--- src/rtl/render_controller_pkg.sv ---
// Shared widths, view record and FSM encoding for the render controller slice.
package render_controller_pkg;
  localparam int COORD_W = 27;
  localparam int TIME_W  = 32;
  localparam int FRAME_W = 16;
  localparam int ID_W    = 6;
  localparam int ADDR_W  = 19;

  typedef logic signed [COORD_W-1:0] coord_t;

  typedef struct packed {
    coord_t min_x;
    coord_t min_y;
    coord_t dx;
    coord_t dy;
  } view_t;

  typedef enum logic [1:0] {
    IDLE          = 2'd0,
    RESET_SOLVERS = 2'd1,
    SOLVING       = 2'd2,
    DONE          = 2'd3
  } state_t;
endpackage

--- src/rtl/render_controller_if.sv ---
// View-update request channel: the host drives a new view, the controller accepts it.
interface render_controller_if;
  import render_controller_pkg::*;
  logic   req_valid;
  logic   req_ready;
  coord_t req_min_x;
  coord_t req_min_y;
  coord_t req_dx;
  coord_t req_dy;

  modport master (output req_valid, req_min_x, req_min_y, req_dx, req_dy,
                  input  req_ready);
  modport slave  (input  req_valid, req_min_x, req_min_y, req_dx, req_dy,
                  output req_ready);
endinterface

--- src/rtl/render_controller_scan_addr_gen.sv ---
// Display scan address generator: walks pixels in raster order and maps each to
// (lane, address) by interleaving across lanes, using counters only.
module scan_addr_gen
  import render_controller_pkg::*;
#(
  parameter int NUM_SOLVERS = 1,
  parameter int NUM_COLUMNS = 640,
  parameter int NUM_ROWS    = 480
) (
  input  logic              clock,
  input  logic              reset,
  input  logic              scan_start,
  input  logic              scan_advance,
  output logic [ID_W-1:0]   rd_solver_id,
  output logic [ADDR_W-1:0] rd_addr
);
  localparam int TOTAL = NUM_COLUMNS * NUM_ROWS;
  localparam int PIX_W = (TOTAL > 1) ? $clog2(TOTAL) : 1;

  logic [PIX_W-1:0]  pix_q, pix_d;
  logic [ID_W-1:0]   id_q, id_d;
  logic [ADDR_W-1:0] addr_q, addr_d;

  // Next pixel: start restarts the frame and beats a simultaneous advance;
  // the lane id rolls over into the address, the last pixel wraps to zero.
  always_comb begin
    pix_d  = pix_q;
    id_d   = id_q;
    addr_d = addr_q;
    if (scan_start) begin
      pix_d  = '0;
      id_d   = '0;
      addr_d = '0;
    end else if (scan_advance) begin
      if (pix_q == PIX_W'(TOTAL - 1)) begin
        pix_d  = '0;
        id_d   = '0;
        addr_d = '0;
      end else begin
        pix_d = pix_q + 1'b1;
        if (id_q == ID_W'(NUM_SOLVERS - 1)) begin
          id_d   = '0;
          addr_d = addr_q + 1'b1;
        end else begin
          id_d = id_q + 1'b1;
        end
      end
    end
  end

  // Scan counters.
  always_ff @(posedge clock) begin
    if (reset) begin
      pix_q  <= '0;
      id_q   <= '0;
      addr_q <= '0;
    end else begin
      pix_q  <= pix_d;
      id_q   <= id_d;
      addr_q <= addr_d;
    end
  end

  assign rd_solver_id = id_q;
  assign rd_addr      = addr_q;
endmodule

--- src/rtl/render_controller.sv ---
// Render controller: latches view requests, sequences solver reset / solve,
// records frame statistics and generates the display read address.
module render_controller
  import render_controller_pkg::*;
#(
  parameter int NUM_SOLVERS  = 1,   // 1..64 lanes
  parameter int NUM_COLUMNS  = 640,
  parameter int NUM_ROWS     = 480,
  parameter int RESET_CYCLES = 2    // >= 1
) (
  input  logic               clock,
  input  logic               reset,
  render_controller_if.slave req,
  output coord_t             min_x,
  output coord_t             min_y,
  output coord_t             dx,
  output coord_t             dy,
  output logic               solver_reset,
  input  logic               solver_done,
  input  logic [TIME_W-1:0]  solve_time,
  output logic               frame_ready,
  output logic [TIME_W-1:0]  last_solve_time,
  output logic [FRAME_W-1:0] frame_count,
  input  logic               scan_start,
  input  logic               scan_advance,
  output logic [ID_W-1:0]    rd_solver_id,
  output logic [ADDR_W-1:0]  rd_addr
);
  localparam int RCNT_W = (RESET_CYCLES > 1) ? $clog2(RESET_CYCLES) : 1;

  state_t             state_q, state_d;
  logic [RCNT_W-1:0]  rcnt_q, rcnt_d;
  logic               first_q, first_d;
  view_t              view_q, view_d;
  logic [TIME_W-1:0]  last_q, last_d;
  logic [FRAME_W-1:0] fcnt_q, fcnt_d;
  logic               ready_q, ready_d;
  logic               sreset_q, sreset_d;
  logic               fready_q, fready_d;
  logic               accept;

  // Next-state: an accepted request always restarts the solver sequence
  // (aborting any solve in flight); done is masked on the first solve cycle
  // because the solver array may still show the previous frame's flag.
  always_comb begin
    state_d = state_q;
    rcnt_d  = rcnt_q;
    first_d = 1'b0;
    view_d  = view_q;
    last_d  = last_q;
    fcnt_d  = fcnt_q;
    accept  = req.req_valid && ready_q;
    if (accept) begin
      state_d = RESET_SOLVERS;
      rcnt_d  = '0;
      view_d  = '{min_x: req.req_min_x, min_y: req.req_min_y,
                  dx: req.req_dx, dy: req.req_dy};
    end else begin
      case (state_q)
        RESET_SOLVERS: begin
          if (rcnt_q == RCNT_W'(RESET_CYCLES - 1)) begin
            state_d = SOLVING;
            first_d = 1'b1;
          end else begin
            rcnt_d = rcnt_q + 1'b1;
          end
        end
        SOLVING: begin
          if (solver_done && !first_q) begin
            state_d = DONE;
            last_d  = solve_time;
            fcnt_d  = fcnt_q + 1'b1;
          end
        end
        default: ;
      endcase
    end
    ready_d  = (state_d != RESET_SOLVERS);
    sreset_d = (state_d == IDLE) || (state_d == RESET_SOLVERS);
    fready_d = (state_d == DONE);
  end

  // FSM, view, statistics and registered status outputs.
  always_ff @(posedge clock) begin
    if (reset) begin
      state_q  <= IDLE;
      rcnt_q   <= '0;
      first_q  <= 1'b0;
      view_q   <= '0;
      last_q   <= '0;
      fcnt_q   <= '0;
      ready_q  <= 1'b1;
      sreset_q <= 1'b1;
      fready_q <= 1'b0;
    end else begin
      state_q  <= state_d;
      rcnt_q   <= rcnt_d;
      first_q  <= first_d;
      view_q   <= view_d;
      last_q   <= last_d;
      fcnt_q   <= fcnt_d;
      ready_q  <= ready_d;
      sreset_q <= sreset_d;
      fready_q <= fready_d;
    end
  end

  assign req.req_ready     = ready_q;
  assign solver_reset      = sreset_q;
  assign frame_ready       = fready_q;
  assign last_solve_time   = last_q;
  assign frame_count       = fcnt_q;
  assign min_x             = view_q.min_x;
  assign min_y             = view_q.min_y;
  assign dx                = view_q.dx;
  assign dy                = view_q.dy;

  scan_addr_gen #(
    .NUM_SOLVERS (NUM_SOLVERS),
    .NUM_COLUMNS (NUM_COLUMNS),
    .NUM_ROWS    (NUM_ROWS)
  ) u_scan (
    .clock        (clock),
    .reset        (reset),
    .scan_start   (scan_start),
    .scan_advance (scan_advance),
    .rd_solver_id (rd_solver_id),
    .rd_addr      (rd_addr)
  );
endmodule

--- src/flat_wrapper.sv ---
// flat-port wrapper written by rule: the top's interface ports become plain ports
module render_controller_flat import render_controller_pkg::*;
#(
  parameter int NUM_SOLVERS  = 1,                 
  parameter int NUM_COLUMNS  = 640,
  parameter int NUM_ROWS     = 480,
  parameter int RESET_CYCLES = 2           
)
  (clock, reset, min_x, min_y, dx, dy, solver_reset, solver_done, solve_time, frame_ready, last_solve_time, frame_count, scan_start, scan_advance, rd_solver_id, rd_addr, req_req_valid, req_req_min_x, req_req_min_y, req_req_dx, req_req_dy, req_req_ready);
  render_controller_if req_i ();
  input  logic clock;
  input  logic reset;
  output coord_t min_x;
  output coord_t min_y;
  output coord_t dx;
  output coord_t dy;
  output logic solver_reset;
  input  logic solver_done;
  input  logic [TIME_W-1:0] solve_time;
  output logic frame_ready;
  output logic [TIME_W-1:0] last_solve_time;
  output logic [FRAME_W-1:0] frame_count;
  input  logic scan_start;
  input  logic scan_advance;
  output logic [ID_W-1:0] rd_solver_id;
  output logic [ADDR_W-1:0] rd_addr;
  input wire logic [$bits(req_i.req_valid)-1:0] req_req_valid;
  input wire logic [$bits(req_i.req_min_x)-1:0] req_req_min_x;
  input wire logic [$bits(req_i.req_min_y)-1:0] req_req_min_y;
  input wire logic [$bits(req_i.req_dx)-1:0] req_req_dx;
  input wire logic [$bits(req_i.req_dy)-1:0] req_req_dy;
  output wire logic [$bits(req_i.req_ready)-1:0] req_req_ready;
  assign req_i.req_valid = req_req_valid;
  assign req_i.req_min_x = req_req_min_x;
  assign req_i.req_min_y = req_req_min_y;
  assign req_i.req_dx = req_req_dx;
  assign req_i.req_dy = req_req_dy;
  assign req_req_ready = req_i.req_ready;
  render_controller #(.NUM_SOLVERS(NUM_SOLVERS), .NUM_COLUMNS(NUM_COLUMNS), .NUM_ROWS(NUM_ROWS), .RESET_CYCLES(RESET_CYCLES)) u_core (.clock(clock), .reset(reset), .req(req_i), .min_x(min_x), .min_y(min_y), .dx(dx), .dy(dy), .solver_reset(solver_reset), .solver_done(solver_done), .solve_time(solve_time), .frame_ready(frame_ready), .last_solve_time(last_solve_time), .frame_count(frame_count), .scan_start(scan_start), .scan_advance(scan_advance), .rd_solver_id(rd_solver_id), .rd_addr(rd_addr));
endmodule
--- config.mk ---
export PLATFORM = sky130hd
export DESIGN_NAME = render_controller_flat
export DESIGN_NICKNAME = d
export VERILOG_FILES = /design/src/rtl/render_controller_pkg.sv /design/src/rtl/render_controller_if.sv /design/src/rtl/render_controller_scan_addr_gen.sv /design/src/rtl/render_controller.sv /design/src/flat_wrapper.sv
export SDC_FILE = /design/constraint.sdc
export NUM_CORES = 1
export LEC_CHECK = 0
export CAP_MARGIN = 40
export CORE_UTILIZATION = 43
export CTS_CLUSTER_SIZE = 28
export DETAILED_ROUTE_END_ITERATION = 12
export MAX_ROUTING_LAYER = met4
export PLACE_DENSITY = 0.78
export SYNTH_ARGS = -nofsm -noshare
export SYNTH_HDL_FRONTEND = slang
export SYNTH_SLANG_ARGS = --single-unit
--- constraint.sdc ---
create_clock -name clock -period 2.7 [get_ports clock]
set_clock_uncertainty 0.1 [all_clocks]
set_input_delay 0.54 -clock clock [delete_from_list [all_inputs] [get_ports clock]]
set_output_delay 0.54 -clock clock [all_outputs]
set_load 0.01 [all_outputs]
==> flow_summary.json <==
{
  "grt_max_degree": 161,
  "die_area_um2": 18800,
  "synth_fp_nets": 1134,
  "cts_sinks": 207,
  "setup_viol": 0,
  "cts_buffer_depth": 3,
  "syn_area_per_cell_um2": 8.02,
  "drive_gt1_share_pct": 4.82,
  "synth_compound_area_share_pct": 13.6,
  "seq_power_share_pct": 45.8,
  "track_usage_pct": 24.0,
  "syn_inst": 980,
  "drv_slew": 0,
  "num-fill-cells": 1467,
  "start_util_pct": 43.8,
  "drt_pass1_iterations": 5,
  "cts-resized-gates": 0,
  "drtAntennaViolNets": 0,
  "final_cell_mix": "clkdlybuf4s50_1, nand2_1, dfxtp_1",
  "cap_violations": 0,
  "clk_pin_slew_ns": 0.06,
  "period_share_pct": 82.6,
  "ir_worst_vdd_uv": 575,
  "drt-total-wl_um": 22800,
  "crit_path_max_fanout": 9,
  "ys_warn_count": 0,
  "avgViaCountPerCell": 5.01,
  "muxShareOfSynthArea_pct": 0.127,
  "cts_hold_repair.buffers": 0,
  "arrival_ns": 1.59,
  "cpMaxStageDelayCell": "clkdlybuf4s50_1",
  "p_leak_nw": 4.32,
  "required_ns": 2.06,
  "fp.dieW_um": 137,
  "layout.nets": 1447,
  "finalCriticalPeriod_ns": 2.23,
  "synth_top_family_by_area": "simple AND/OR/NAND/NOR gates",
  "cp_top_family": "buffers and inverters",
  "clock.fmax_mhz": 448,
  "yosys.area_share.xor_xnor_pct": 3.79,
  "synth_edf_count": 0,
  "placedCellCount": 1497,
  "async_flop_share_pct": 0,
  "layoutNonFillerInstCount": 1539,
  "critical-path-max-stage-delay_ns": 0.60,
  "synthSimpleGateAreaFrac_pct": 24.9,
  "clockRootBuffer": "clkbuf_16",
  "hp-class": "reg2reg",
  "coreArea_um2": 18000,
  "p_per_area_nw_per_um2": 582,
  "status": "finished clean",
  "io_pins": 330,
  "r2r.worst_path.cells": 7,
  "synth_ff_type": "dfxtp_1",
  "antenna_found_initial": 1,
  "ys_ff_latch": 207,
  "synth-adder-area-share_pct": 1.27,
  "switching_share_pct": 23.3,
  "slew_headroom_pct": 43.4,
  "drt-initial-drc-count": 432,
  "grt_pass1_wl_um": 34800,
  "vias": 7707,
  "tightestPinTransition_ns": 0.850,
  "grt_pass1_vias": 7232,
  "area_growth_pct": 54.3,
  "cp.depth": 1,
  "place.gp.congestion": 0.883,
  "clk_latency_ns": 0.50,
  "yosysSeqAreaShare_pct": 52.7,
  "start_kind": "flip-flop",
  "grt_overflow": 0,
  "crit_buf_inv": 1,
  "port_buffers": 329,
  "synth.distinct_cells": 48,
  "p_int_w": 0.00541,
  "critical_path.cell_chain": "clkdlybuf4s50_1",
  "hold_viol": 0,
  "die_h_um": 137,
  "clkPwrFrac_pct": 42.2,
  "final_common_cell": "clkdlybuf4s50_1",
  "detail_route.drc_violations": 0,
  "numCtsBuffers": 23,
  "cts_setup_buffers": 0,
  "post_drt_wl_per_cell_um": 14.8,
  "syn_area_um2": 7860,
  "rsz0062_at_grt": "false",
  "cts_tree": "done",
  "ctsHtreeMaxLevel": 1,
  "hold_path_depth": 2,
  "path_class": "reg2out",
  "critPathCaptureType": "output pin",
  "hpwl_um": 15700,
  "comb_power_share_pct": 12.0,
  "rows": 49,
  "p_sw_w": 0.00164,
  "setup-tns-final_ns": 0
}
-- cell usage after synthesis (2+ instances only) --
library cell    n  share of area (%)
a31o_2          2               0.22
inv_1          13               0.62
nor2_1         50                2.4
a21oi_1       158                 10
and3_1         12               0.96
dfxtp_1       207                 53
xor2_1         17                1.9
nand4b_1        3               0.33
buf_1           5               0.24
nand4_1        12               0.96
a31oi_1        10               0.80
nand2b_1        5               0.40
and4_1          3               0.33
clkbuf_1       48                2.3
or3_1           6               0.48
nor4_1          2               0.16
and2_1          2               0.16
o21ai_0        17                1.1
xnor2_1        17                1.9
o211ai_1        2               0.19
nand2_1       321                 15
a41oi_1         2               0.22
nand3_1        16                1.0
a211oi_1        2               0.19
nand3b_1        2               0.19
ha_1            8                1.3
nor2b_1         4               0.32
nor3_1         12               0.76
buf_2           3               0.19
-- through the flow --
step / util, % / hold slack, ns / cell area [um^2] / total power (W) / setup WS (ns)
after floorplan: - / 0.341 / 7860 / 0.00361 / 0.559
after global placement: 63.5 / 0.340 / 11400 / 0.00413 / 0.342
after detailed placement: 63.5 / 0.346 / 11400 / 0.00414 / 0.320
after CTS: 67.5 / 0.353 / 12100 / 0.00713 / 0.456
after global routing: 67.5 / 0.368 / 12100 / 0.00734 / 0.374
final: 67.5 / 0.350 / 12100 / 0.00706 / 0.469
-- layout make-up --
type | instances | area, um^2 | area share [%]
Multi-Input combinational cell | 702 | 3440 | 28.4
Inverter | 13 | 48.8 | 0.402
Clock buffer | 33 | 653 | 5.39
Timing Repair Buffer | 346 | 3480 | 28.7
Sequential cell | 207 | 4140 | 34.2
Antenna cell | 2 | 5.00 | 0.0413
Clock inverter | 7 | 63.8 | 0.526
Tap cell | 229 | 287 | 2.36
-- flip-flops by register name, indices dropped and copies added (netlist names) --
register / cells
u_core.dx: 27
u_core.dy: 27
u_core.first_q: 1
u_core.frame_count: 16
u_core.frame_ready: 1
u_core.last_solve_time: 32
u_core.min_x: 27
u_core.min_y: 27
u_core.rcnt_q: 1
u_core.req.req_ready: 1
u_core.solver_reset: 1
u_core.state_q: 2
u_core.u_scan.pix_q: 19
u_core.u_scan.rd_addr: 19
u_core.u_scan.rd_solver_id: 6
-- worst register-to-register path: stages, from the launching register on --
cell and delay (ns):
dfxtp_1 0.33, or4b_4 0.56, nor4_4 0.29, buf_4 0.20, a211oi_1 0.06, buf_4 0.22
a41oi_1 0.22, a31oi_1 0.06
-- worst paths after layout --
path | start | end | slack, ns
setup / recovery | u_core.u_scan.rd_addr[2] | rd_addr[2] | 0.47
hold / removal | u_core.min_x[24] | u_core.min_x[24] | 0.35
setup reg to reg | u_core.u_scan.pix_q[16] | u_core.u_scan.rd_addr[3] | 0.54
hold reg to reg | u_core.min_x[24] | u_core.min_x[24] | 0.35
-- per-layer routing --
layer	vias to the layer above	global-route usage (%)	part of all wire (%)
li1	3869	-	-
met1	3519	27.4	40
met2	276	39.7	48
met3	43	7.28	8.9
met4	0	8.73	2.8
met5	-	-	0
-- power groups by stage --
| stage | clock network, W | logic, W | registers (W) |
|---|---|---|---|
| global placement | 0 | 0.000845 | 0.00329 |
| detailed placement | 0 | 0.000849 | 0.00330 |
| floorplan | 0 | 0.000271 | 0.00334 |
| finish | 0.00298 | 0.000849 | 0.00323 |
| CTS | 0.00304 | 0.000857 | 0.00323 |
| global route | 0.00317 | 0.000925 | 0.00324 |
-- cells by family (layout without fill, tap and decap cells) --
family	Yosys count	after routing
AO/OA/AOI/OAI	200	200
adder cells (fa/ha/maj)	8	8
AND/OR/NAND/NOR	459	459
multiplexers	1	1
other	0	2
buffers and inverters	71	399
XOR/XNOR	34	34
flip-flops	207	207
Note: power is estimated with default switching activity, not from simulation.
